`config.mk`:
```
export PLATFORM = sky130hd
export DESIGN_NAME = xcorr_peak_detect
export DESIGN_NICKNAME = d
export VERILOG_FILES = /design/src/rtl/xcorr_peak_detect.sv
export SDC_FILE = /design/constraint.sdc
export NUM_CORES = 1
export LEC_CHECK = 0
export CORE_MARGIN = 2
export CORE_UTILIZATION = 28
export CTS_BUF_LIST = sky130_fd_sc_hd__clkbuf_4
export DETAILED_ROUTE_END_ITERATION = 8
export PLACE_DENSITY = 0.47
export SLEW_MARGIN = 10
export SYNTH_ARGS = -nofsm -noshare
export SYNTH_HDL_FRONTEND = slang
export SYNTH_SLANG_ARGS = --single-unit
```
`constraint.sdc`:
```
create_clock -name clk -period 3.5 [get_ports clk]
set_input_delay 0.875 -clock clk [delete_from_list [all_inputs] [get_ports clk]]
set_output_delay 0.875 -clock clk [all_outputs]
set_load 0.01 [all_outputs]
```
`src/rtl/xcorr_peak_detect.sv`:
```
// xcorr_peak_detect
//
// Streaming peak detector for the serial IFFT output of the xcorr stage. It accepts one
// NFFT-sample complex frame, tracks the largest L1 magnitude |re|+|im| as the samples arrive,
// and at frame end reports the peak index, the peak magnitude and the equivalent signed lag.
//
// Optional build feature: define XCORR_PEAK_BUF_EN to instantiate an NFFT-deep frame buffer
// that can be read back through rd_addr / rd_data_r / rd_data_i. Without it rd_data_* stay 0.
//
// Ports:
//   clk              - clock, rising edge
//   rst              - asynchronous active-high reset
//   serial_in_r/_i   - signed IFFT sample (real, imaginary)
//   data_valid_IFFT  - sample valid; end_IFFT is ignored when this is low
//   end_IFFT         - frame start marker, high together with sample 0
//   peak_valid       - one-cycle pulse, peak_* were just updated
//   peak_idx         - index of the peak sample
//   peak_lag         - signed lag (peak_idx, or peak_idx-NFFT for the upper half)
//   peak_mag         - |re|+|im| of the peak sample
//   frame_err        - one-cycle pulse, current frame aborted by an early start marker
//   busy             - high while collecting a frame
//   rd_addr          - frame buffer read address
//   rd_data_r/_i     - frame buffer read data, one cycle after rd_addr

module xcorr_peak_detect #(
    parameter int unsigned INTEGER_SIZE = 16,
    parameter int unsigned FRACT_SIZE   = 16,
    parameter int unsigned NFFT         = 128,
    localparam int unsigned DATA_WIDTH  = INTEGER_SIZE + FRACT_SIZE,
    localparam int unsigned AW          = $clog2(NFFT)
) (
    input  logic                         clk,
    input  logic                         rst,
    input  logic signed [DATA_WIDTH-1:0] serial_in_r,
    input  logic signed [DATA_WIDTH-1:0] serial_in_i,
    input  logic                         data_valid_IFFT,
    input  logic                         end_IFFT,
    output logic                         peak_valid,
    output logic        [AW-1:0]         peak_idx,
    output logic signed [AW-1:0]         peak_lag,
    output logic        [DATA_WIDTH:0]   peak_mag,
    output logic                         frame_err,
    output logic                         busy,
    input  logic        [AW-1:0]         rd_addr,
    output logic        [DATA_WIDTH-1:0] rd_data_r,
    output logic        [DATA_WIDTH-1:0] rd_data_i
);

    typedef enum logic [1:0] {
        StIdle    = 2'd0,
        StCollect = 2'd1,
        StDone    = 2'd2
    } state_e;

    localparam logic [AW-1:0] LastIdx = AW'(NFFT - 1);

    state_e              state_q, state_d;
    logic [AW-1:0]       cnt_q, cnt_d;
    logic [DATA_WIDTH:0] max_q, max_d;
    logic [AW-1:0]       max_idx_q, max_idx_d;
    logic [AW-1:0]       peak_idx_q, peak_idx_d;
    logic [DATA_WIDTH:0] peak_mag_q, peak_mag_d;
    logic                peak_valid_q, peak_valid_d;
    logic                frame_err_q, frame_err_d;
    logic                busy_q, busy_d;

    // Absolute value widened by one bit so the most negative input maps exactly.
    function automatic logic [DATA_WIDTH:0] abs_ext(input logic [DATA_WIDTH-1:0] x);
        logic [DATA_WIDTH:0] xe;
        xe = {x[DATA_WIDTH-1], x};
        return x[DATA_WIDTH-1] ? (~xe + {{DATA_WIDTH{1'b0}}, 1'b1}) : xe;
    endfunction

    logic [DATA_WIDTH:0] mag;
    logic                start;
    logic                collect_step;
    logic                higher;

    // Sum of two values each <= 2^(DATA_WIDTH-1) always fits in DATA_WIDTH+1 bits.
    assign mag          = abs_ext(serial_in_r) + abs_ext(serial_in_i);
    assign start        = data_valid_IFFT & end_IFFT;
    assign collect_step = data_valid_IFFT & ~end_IFFT & (state_q == StCollect);
    // Strict compare: on ties the earliest index is kept.
    assign higher       = mag > max_q;

    always_comb begin
        state_d      = state_q;
        cnt_d        = cnt_q;
        max_d        = max_q;
        max_idx_d    = max_idx_q;
        peak_idx_d   = peak_idx_q;
        peak_mag_d   = peak_mag_q;
        peak_valid_d = 1'b0;
        frame_err_d  = 1'b0;

        unique case (state_q)
            StIdle: begin
                // Samples without a start marker are dropped here.
            end
            StCollect: begin
                if (start) begin
                    frame_err_d = (cnt_q != '0);
                end else if (collect_step) begin
                    cnt_d = cnt_q + AW'(1);
                    if (higher) begin
                        max_d     = mag;
                        max_idx_d = cnt_q;
                    end
                    if (cnt_q == LastIdx) begin
                        state_d      = StDone;
                        peak_valid_d = 1'b1;
                        peak_idx_d   = higher ? cnt_q : max_idx_q;
                        peak_mag_d   = higher ? mag : max_q;
                    end
                end
            end
            StDone: begin
                state_d = StIdle;
            end
            default: begin
                state_d = StIdle;
            end
        endcase

        // A start marker in any state (re)seeds the frame with this sample as index 0.
        if (start) begin
            state_d   = StCollect;
            cnt_d     = AW'(1);
            max_d     = mag;
            max_idx_d = '0;
        end
    end

    assign busy_d = (state_d == StCollect);

    always_ff @(posedge clk or posedge rst) begin
        if (rst) begin
            state_q      <= StIdle;
            cnt_q        <= '0;
            max_q        <= '0;
            max_idx_q    <= '0;
            peak_idx_q   <= '0;
            peak_mag_q   <= '0;
            peak_valid_q <= 1'b0;
            frame_err_q  <= 1'b0;
            busy_q       <= 1'b0;
        end else begin
            state_q      <= state_d;
            cnt_q        <= cnt_d;
            max_q        <= max_d;
            max_idx_q    <= max_idx_d;
            peak_idx_q   <= peak_idx_d;
            peak_mag_q   <= peak_mag_d;
            peak_valid_q <= peak_valid_d;
            frame_err_q  <= frame_err_d;
            busy_q       <= busy_d;
        end
    end

    assign peak_valid = peak_valid_q;
    assign peak_idx   = peak_idx_q;
    // Two's-complement reinterpretation gives idx for the lower half and idx-NFFT above it.
    assign peak_lag   = $signed(peak_idx_q);
    assign peak_mag   = peak_mag_q;
    assign frame_err  = frame_err_q;
    assign busy       = busy_q;

`ifdef XCORR_PEAK_BUF_EN
    logic [DATA_WIDTH-1:0] buf_r_mem [NFFT];
    logic [DATA_WIDTH-1:0] buf_i_mem [NFFT];
    logic                  wr_en;
    logic [AW-1:0]         wr_addr;
    logic [DATA_WIDTH-1:0] rd_data_r_q, rd_data_i_q;

    assign wr_en   = start | collect_step;
    assign wr_addr = start ? '0 : cnt_q;

    always_ff @(posedge clk) begin
        if (wr_en) begin
            buf_r_mem[wr_addr] <= serial_in_r;
            buf_i_mem[wr_addr] <= serial_in_i;
        end
    end

    always_ff @(posedge clk or posedge rst) begin
        if (rst) begin
            rd_data_r_q <= '0;
            rd_data_i_q <= '0;
        end else begin
            rd_data_r_q <= buf_r_mem[rd_addr];
            rd_data_i_q <= buf_i_mem[rd_addr];
        end
    end

    assign rd_data_r = rd_data_r_q;
    assign rd_data_i = rd_data_i_q;
`else
    logic unused_rd_addr;
    assign unused_rd_addr = ^rd_addr;
    assign rd_data_r      = '0;
    assign rd_data_i      = '0;
`endif

endmodule

```
# ---- After elaboration in Yosys (flattened, before gate mapping)
# Cells that the tools add are included.
dict set report op_classes {
  muxes 23
  n_reduce_logical 6
  bitwise_logic 7
  eq_ne 3
  mul 0
  n_shift 0
  div 0
  n_lt_le_gt_ge 1
  addsub 4
}
# operator n
set op_table {}
lappend op_table {{$mux 33} 6}
lappend op_table {{$add 33x1->33 const B} 2}
lappend op_table {{$not 33->33} 2}
lappend op_table {{$mux 7} 7}
lappend op_table {{$add 33x33->33} 1}
lappend op_table {{$gt 33x33->1} 1}
lappend op_table {{$add 7x1->7 const B} 1}
lappend op_table {{$eq 7x7->1 const B} 1}
lappend op_table {{$reduce_bool 7->1} 1}
lappend op_table {{$mux 1} 6}
lappend op_table {{$mux 2} 3}
lappend op_table {{$eq 2x1->1 const B} 2}
lappend op_table {{$pmux 2 s2} 1}
lappend op_table {{$reduce_and 4->1} 1}
lappend op_table {{$reduce_bool 2->1} 2}
lappend op_table {{$and 1x1->1} 3}
lappend op_table {{$logic_not 2->1} 1}
lappend op_table {{$not 1->1} 2}
lappend op_table {{$reduce_and 2->1} 1}
dict set report totals {
  romBits 0
  mem_count 0
  input_bits 75
  reg_bits 92
  mem_bits_rw 0
  latchBits 0
}

# ---- Depth between registers and ports, before layout
dict set report logic_depth {
  ltp_word 9
  ltp_mapped 28
  ltp_nobuf 26
}

# ---- Worst setup path after synthesis
# No wires, ideal clock.
dict set report synth_path {
  path_kind {input -> register}
  startpoint {input serial_in_r[3]}
  endpoint {register max_q[0]}
  arrival_time_ns 6.500
  path_stages 23
  path_buffers 3
  setup_time_ns 0.125
  path_slack_ns -3.125
  t_required_ns 3.375
  path_cell_list {nor3_2 -> nand3_1 -> or3_4 -> or4_1 -> buf_2 -> o21ai_0 -> xnor2_1 -> ha_1 -> clkbuf_1 -> a211oi_1 -> nor2_1 -> or2_2 -> a31o_2 -> nor3b_1 -> o311ai_0 -> a21o_1 -> ha_1 -> nand4_1 -> nor4_1 -> a21oi_1 -> o41ai_2 -> buf_2 -> mux2_2}
}
dict set report synth_between {
  elab_chain_cells 9
}
# item line_no
set synth_rtl {}
lappend synth_rtl {{start, declared} 34} ;# input logic signed [DATA_WIDTH-1:0] serial_in_r,
lappend synth_rtl {{$not 33->33} 71} ;# return x[DATA_WIDTH-1] ? (~xe + {{DATA_WIDTH{1'b0}}, 1'b1}) : xe;
lappend synth_rtl {{$add 33x1->33} 71}
lappend synth_rtl {{$mux 33 (*)} 71}
lappend synth_rtl {{$add 33x33->33 (*)} 80} ;# assign mag = abs_ext(serial_in_r) + abs_ext(serial_in_i);
lappend synth_rtl {{$gt 33x33->1 (*)} 84} ;# assign higher = mag > max_q;
lappend synth_rtl {{$mux 33 (*) (4 in series)} n/a}
lappend synth_rtl {{end signal, assigned} 150} ;# max_q <= max_d;
lappend synth_rtl {{end, declared} 59} ;# logic [DATA_WIDTH:0] max_q, max_d;
# Every way passes the cells marked *; elsewhere a longest branch is shown, timed or not. The select of a mux whose other input is x is not followed.
# A chain may end at the register's enable or synchronous reset.

# ---- Final worst setup path
dict set report layout_path {
  startpoint {input serial_in_r[14]}
  endpoint {register peak_mag_q[32] (netlist: peak_mag[32])}
}
dict set report layout_between {
  elab_chain_cells 6
}
# item line_no
set layout_rtl {}
lappend layout_rtl {{$not 33->33} 71}
lappend layout_rtl {{$add 33x1->33} 71}
lappend layout_rtl {{$mux 33 (*)} 71}
lappend layout_rtl {{$add 33x33->33 (*)} 80}
lappend layout_rtl {{$gt 33x33->1} 84}
lappend layout_rtl {{$mux 33 (*)} n/a}
lappend layout_rtl {{end signal, assigned} 153} ;# peak_mag_q <= peak_mag_d;
lappend layout_rtl {{end, declared} 62} ;# logic [DATA_WIDTH:0] peak_mag_q, peak_mag_d;
# Every way passes the cells marked *; elsewhere a longest branch is shown, timed or not.

==> metrics <==
die height 174.8 um; DR pass1 iterations 4; fin worst setup slack -2.526 ns; CP Launch Type input pin; Area Growth Syn to Fin 57.08%; # nets final 1515; sequential share of the synthesized area 0.2819; Clock transition at path regs 0.18 ns; pins over their slew limit 0; Lkg Pwr 6.044 nW; depth of the most critical reg-to-reg path 13; crit path capture type flop; Cells on Worst Hold Path 2; Final ANT Viol Nets 0; final hold violation count 0; Min Clock Period, post-route 6.026 ns; r2r setup slk 0.63 ns; cell count after synthesis 991; Synth Area in Compound Gates 0.2038; worst hold slack 0.5145 ns; Worst path slowest cell or4_4; Slew HR 0.5563; Simple-Gate Fraction of Synth Area 0.1790; design area 12830 um2; Worst VDD drop 0.3162 mV; most common flop cell mapped by yosys dfrtp_1; Die X-Extent 174.8 um; total number of vias 8122; fmax 166.0 MHz; Num CTS Buffers 9; number of synthesized register bits 92; drt total wl 24810 um; failing checks setup timing; Crit Path Class input pin to flop; largest net degree at the start of global routing 43; unrepaired setup endpoints after global routing true; IO Pins 189; worst reg2reg endpoint peak_mag[32]; die area 30540 um2; Tot GR Track Use 0.1545; htree depth 3; mux contribution to synthesized area 0.02896; Synth cell types 63; Synth Cell Area 8165 um2; vias in the first global route 7664; core area 28700 um2; status finished, violations left; Synth Area in XOR/XNOR 0.08796; syn avg cell area 8.239 um2; Worst-Margin Slew 0.6647 ns; WL/cell 14.10 um; Max-cap violations 0; GPL Wtd Cong 0.8399; main combinational cell family by area after synthesis compound AO/OA/AOI/OAI gates; critical path data required time 3.88 ns; sequential standard cell area 2302 um2; Hold Path Sink peak_idx[6]; IO buf count 117; fin util 0.4469; root buffer cell clkbuf_4; initial DRC count 470; DRC 0; initial antenna violation count 1; final setup skew 0.03139 ns; share of cells above drive strength 1 0.3585; FP Rows 62; part of the cycle the worst path needs 1.722; drt via density 4.615; Synth Area in Adders 0.1082; CP Max Fanout 6; worst hold start peak_idx[6]; CTS tree built; Post-DP Area 11490 um2; reg2reg start max_q[7]; max incr delay on CP 0.52 ns; Longest Clk Path Bufs 2; EDFF count, synth 0; Multi-input gate area 6100 um2; first-pass GRT wire length 38710 um; setup_tns -196.33 ns; DP Wirelength 19180 um; total grt overflow 0; Fillers 2884; CP arrival 6.41 ns; CTS sink cnt 92; Final setup viols 80; Synth async-reset ratio 1.000; synth warn 0; PD cells 519.7 nW/um2; Worst-Skew Late Latency 0.48 ns; initial core utilization 0.2845; worst hold path type flop to flop
stage by stage:
stage	std cells	worst slack (ns)	power (mW)
floorplan	1054	-2.611	3.633
global placement	1698	-3.308	5.039
detailed placement	1698	-3.459	5.092
CTS	1740	-2.684	6.150
global route	1760	-2.763	7.182
finish	1760	-2.526	6.665
placed cells by master, fill, tap and decap left out, drive strengths merged, types with 4 or more instances in the layout:
cell and instances:
a211oi 10, a21o 20, a21oi 58, a221o 6, a22o 8, a31oi 19, and2 4, and3 8
and4 4, buf 296, clkbuf 16, clkdlybuf4s50 98, conb 64, dfrtp 92, dlymetal6s2s 6, ha 69
inv 63, mux2 13, mux2i 9, nand2 126, nand2b 10, nand3 21, nand4 12, nor2 52
nor2b 4, nor3 20, nor4 10, o2111ai 5, o211ai 4, o21ai 76, o31ai 24, o41ai 9
or2 6, or3 6, or4 8, xnor2 74, xor2 8
logic make-up after synthesis:
kind of cell               count (synthesis)
and+or+nand+nor                          300
AOI/OAI and AO/OA                        257
buffers and inverters                    167
DFF                                       92
xor gates and xnor gates                  82
adders and majority gates                 70
muxes                                     22
other                                      1
worst max-delay path: cells and delay by family:
family	cells	cell delay, ns
AND/OR/NAND/NOR	6	2.28
AO/OA/AOI/OAI	12	1.83
XOR/XNOR	1	0.16
adder cells (fa/ha/maj)	2	0.53
buffers and inverters	5	0.73
worst max path at each step:
stage,start,end,slack [ns],cells past startpoint
after CTS,serial_in_r[14],max_q[11],-2.68,26
final,serial_in_r[14],peak_mag[32],-2.53,26
after detailed placement,serial_in_r[3],peak_mag[17],-3.46,25
after global routing,serial_in_r[14],peak_mag[32],-2.76,25
after floorplan,serial_in_r[15],peak_mag[28],-2.61,24
after global placement,serial_in_r[3],max_q[28],-3.31,25
repair_timing:
action	in CTS	in global routing
resized for setup	85	162
hold buffers	0	0
setup buffers	24	19
cloned	2	3
pin swaps	43	79
setup endpoints to repair	80	80
cells in the mapped netlist (all sizes together) (9+ instances only):
library cell / n / area, um2
nand2: 126 / 473.0
dfrtp: 92 / 2302
buf: 79 / 565.5
o21ai: 76 / 380.4
xnor2: 74 / 648.1
ha: 69 / 863.3
inv: 59 / 221.5
a21oi: 58 / 290.3
nor2: 52 / 195.2
clkbuf: 29 / 108.9
o31ai: 24 / 180.2
nand3: 21 / 105.1
a21o: 20 / 150.1
nor3: 20 / 105.1
a31oi: 19 / 118.9
mux2: 13 / 146.4
nand4: 12 / 75.07
a211oi: 10 / 75.07
nand2b: 10 / 77.58
nor4: 10 / 62.56
mux2i: 9 / 90.09
o41ai: 9 / 112.6
layout make-up:
cell class,count,area share
inverter,59,0.01746
multi-input combinational,795,0.4756
antenna,1,0.0001951
tap,384,0.03746
clock buffer,9,0.005268
clock inverter,7,0.005073
sequential,92,0.1795
timing repair buffer,413,0.2795
report_power, final:
part / switching (mW) / internal [mW] / total (mW) / leakage (nW)
combinational: 2.34 / 2.34 / 4.68 / 4.77
clock: 0.428 / 0.164 / 0.591 / 0.0710
sequential: 0.123 / 1.27 / 1.40 / 1.20
state kept, by name (all words and copies together) (netlist names), 2 cells and up:
name,cells
peak_mag,33
max_q,33
state_q,2
cnt_q,7
peak_idx,7
max_idx_q,7
per-layer routing:
| metal | track usage | routed length (um) | vias to the layer above |
|---|---|---|---|
| met5 | 0 | 0 | - |
| met4 | 0.03681 | 311 | 0 |
| met3 | 0.01501 | 774 | 20 |
| met2 | 0.2513 | 11270 | 169 |
| met1 | 0.2205 | 12450 | 3764 |
| li1 | - | - | 4169 |
(Power assumes the default switching activity.)
==> edit, RTL diff (same flow settings) <==
`NFFT`: 128 -> 64.
--- a/src/rtl/xcorr_peak_detect.sv
+++ b/src/rtl/xcorr_peak_detect.sv
@@ -25,7 +25,7 @@
 module xcorr_peak_detect #(
     parameter int unsigned INTEGER_SIZE = 16,
     parameter int unsigned FRACT_SIZE   = 16,
-    parameter int unsigned NFFT         = 128,
+    parameter int unsigned NFFT         = 64,
     localparam int unsigned DATA_WIDTH  = INTEGER_SIZE + FRACT_SIZE,
     localparam int unsigned AW          = $clog2(NFFT)
 ) (
Ports: changed (resized peak_idx, peak_lag and rd_addr); port bits go from 189 to 186. The function was not compared with the original's and may differ.
==> edit against the unedited design <==
The run still ends with setup timing left; critical endpoint is now max_q[30]$_DFFE_PP0P_; highest routed layer unchanged; wire length shrank 9.8%; first-iteration DRC count fell by 41%; synthesized area fell by 3.5%; register-to-register slack worse by 40 ps; design area fell by 6.3%; power down 6.1%; sequential cell count down 3; setup slack worse by 490 ps.
==> edit: results (changes against the unedited design) <==
| Metric | Value |
|---|---|
| Fin Clk Skew | 34.7 ps (was 31.4 ps) |
| Clk_lat worst skew | 460 ps (was 480 ps) |
| Leak pwr | 0.00565 µW (was 0.00604 µW) |
| Final worst setup slack | -3020 ps (was -2530 ps) |
| Worst Path Max Fanout | 7 (was 6) |
| Iteration-0 DRC Markers | 276 (was 470) |
| Critical Path AT | 6870 ps (was 6410 ps) |
| Global-route wire length before repair | 35400 µm (was 38700 µm) |
| Fillcell total | 2866 (was 2884) |
| Nets | 1452 (was 1515) |
| Register area share after synthesis | 0.283 (was 0.282) |
| Library cells used by synthesis | 64 (was 63) |
| Final hold slack | 498 ps (was 515 ps) |
| Mux contribution to synthesized area | 0.0446 (was 0.0290) |
| Commonest cells in the netlist | 116 x nand2_1, 105 x o21ai_0, 89 x dfrtp_1, 72 x xnor2_1, 70 x buf_4 (was 126 x nand2_1, 92 x dfrtp_1, 75 x o21ai_0, 74 x xnor2_1, 71 x buf_4) |
| R2r setup slk | 590 ps (was 630 ps) |
| Failing checks | setup timing (unchanged) |
| Tightest Pin Transition | 651 ps (was 665 ps) |
| Ranking of synthesized cells by area | dfrtp_1 28%, ha_1 11%, xnor2_1 8.0%, buf_4 6.7%, o21ai_0 6.7% (was dfrtp_1 28%, ha_1 11%, xnor2_1 7.9%, buf_4 6.5%, nand2_1 5.8%) |
| Setup WS pre-CTS | -3920 ps (was -3460 ps) |
| Synth Area in XOR/XNOR | 0.0967 (was 0.0880) |
| Clk pin slew, worst setup/hold paths | 150 ps (was 180 ps) |
| Ratio of cells with drive above 1 in the final layout | 0.297 (was 0.359) |
| Vias | 7544 (was 8122) |
| Status | finished with violations (unchanged) |
| Final setup fails | 78 (was 80) |
| Internal cell power | 3690 µW (was 3770 µW) |
-- edit: cell types whose count changed after synthesis, sizes merged, moves of 14 or more --
cell and delta:
a31oi -14, mux2i +16, nor2 -23, o21ai +31
-- edit: worst paths after layout --
check,endpoint,from,cells after the start
max in group asynchronous,peak_mag[29]$_DFFE_PP0P_,rst,3
min,peak_mag[26]$_DFFE_PP0P_,peak_mag[26]$_DFFE_PP0P_,2
max,max_q[30]$_DFFE_PP0P_,serial_in_r[11],25
max reg2reg,peak_mag[10]$_DFFE_PP0P_,max_q[4]$_DFFE_PP0P_,12
min in group asynchronous,max_q[18]$_DFFE_PP0P_,rst,2
min reg2reg,peak_mag[26]$_DFFE_PP0P_,peak_mag[26]$_DFFE_PP0P_,2
-- edit: timing repair --
item | 4_1_cts | 5_1_grt
setup endpoints to repair | 78 | 78
hold buffers | 0 | 0
buffers inserted | 19 | 8
pin swaps | 41 | 26
gates cloned | 2 | 4
gates resized for setup | 102 | 56
-- edit: cell families (layout without fill, tap and decap cells) --
| kind of cell | after synthesis | in the layout |
|---|---|---|
| simple gates | 246 | 246 |
| fa+ha+maj | 70 | 70 |
| buf+inv | 151 | 463 |
| flops | 89 | 89 |
| other cells | 1 | 65 |
| mux | 34 | 34 |
| compound gates | 259 | 260 |
| xor+xnor | 87 | 87 |
-- edit: final cells by class --
type,instances,area [µm²],area share
multi-input combinational,761,5500,0.458
timing repair buffer,398,3480,0.290
sequential,89,2230,0.185
tap,378,473,0.0394
inverter,49,185,0.0154
clock inverter,7,76.3,0.00635
clock buffer,9,67.6,0.00562
antenna,1,2.50,0.000208
-- edit: per-layer routing --
metal  up-vias  part of all wire  GRT usage
li1       3958                 -          -
met1      3420              0.50      0.211
met2       155              0.46      0.244
met3        11             0.032     0.0163
met4         0            0.0070     0.0267
met5         -                 0          0
-- edit: power groups by stage --
| stage | Combinational [µW] | Sequential, µW | Clock [µW] |
|---|---|---|---|
| 3_3_place_gp | 3510 | 1370 | 0 |
| 5_1_grt | 4690 | 1390 | 691 |
| 4_1_cts | 3910 | 1360 | 656 |
| 3_5_place_dp | 3550 | 1380 | 0 |
| 2_1_floorplan | 2260 | 1330 | 0 |
| 6_report | 4270 | 1360 | 625 |
-- edit: metrics by stage --
step,cells,power (µW)
6_report,1692,6260
5_1_grt,1692,6780
3_5_place_dp,1644,4930
2_1_floorplan,1000,3590
4_1_cts,1680,5920
3_3_place_gp,1644,4880
-- edit: tightest hold or removal path, stage by stage (launching register included) --
cell and delay, ps:
dfrtp_1 360, nand2_1 50, o21ai_1 60
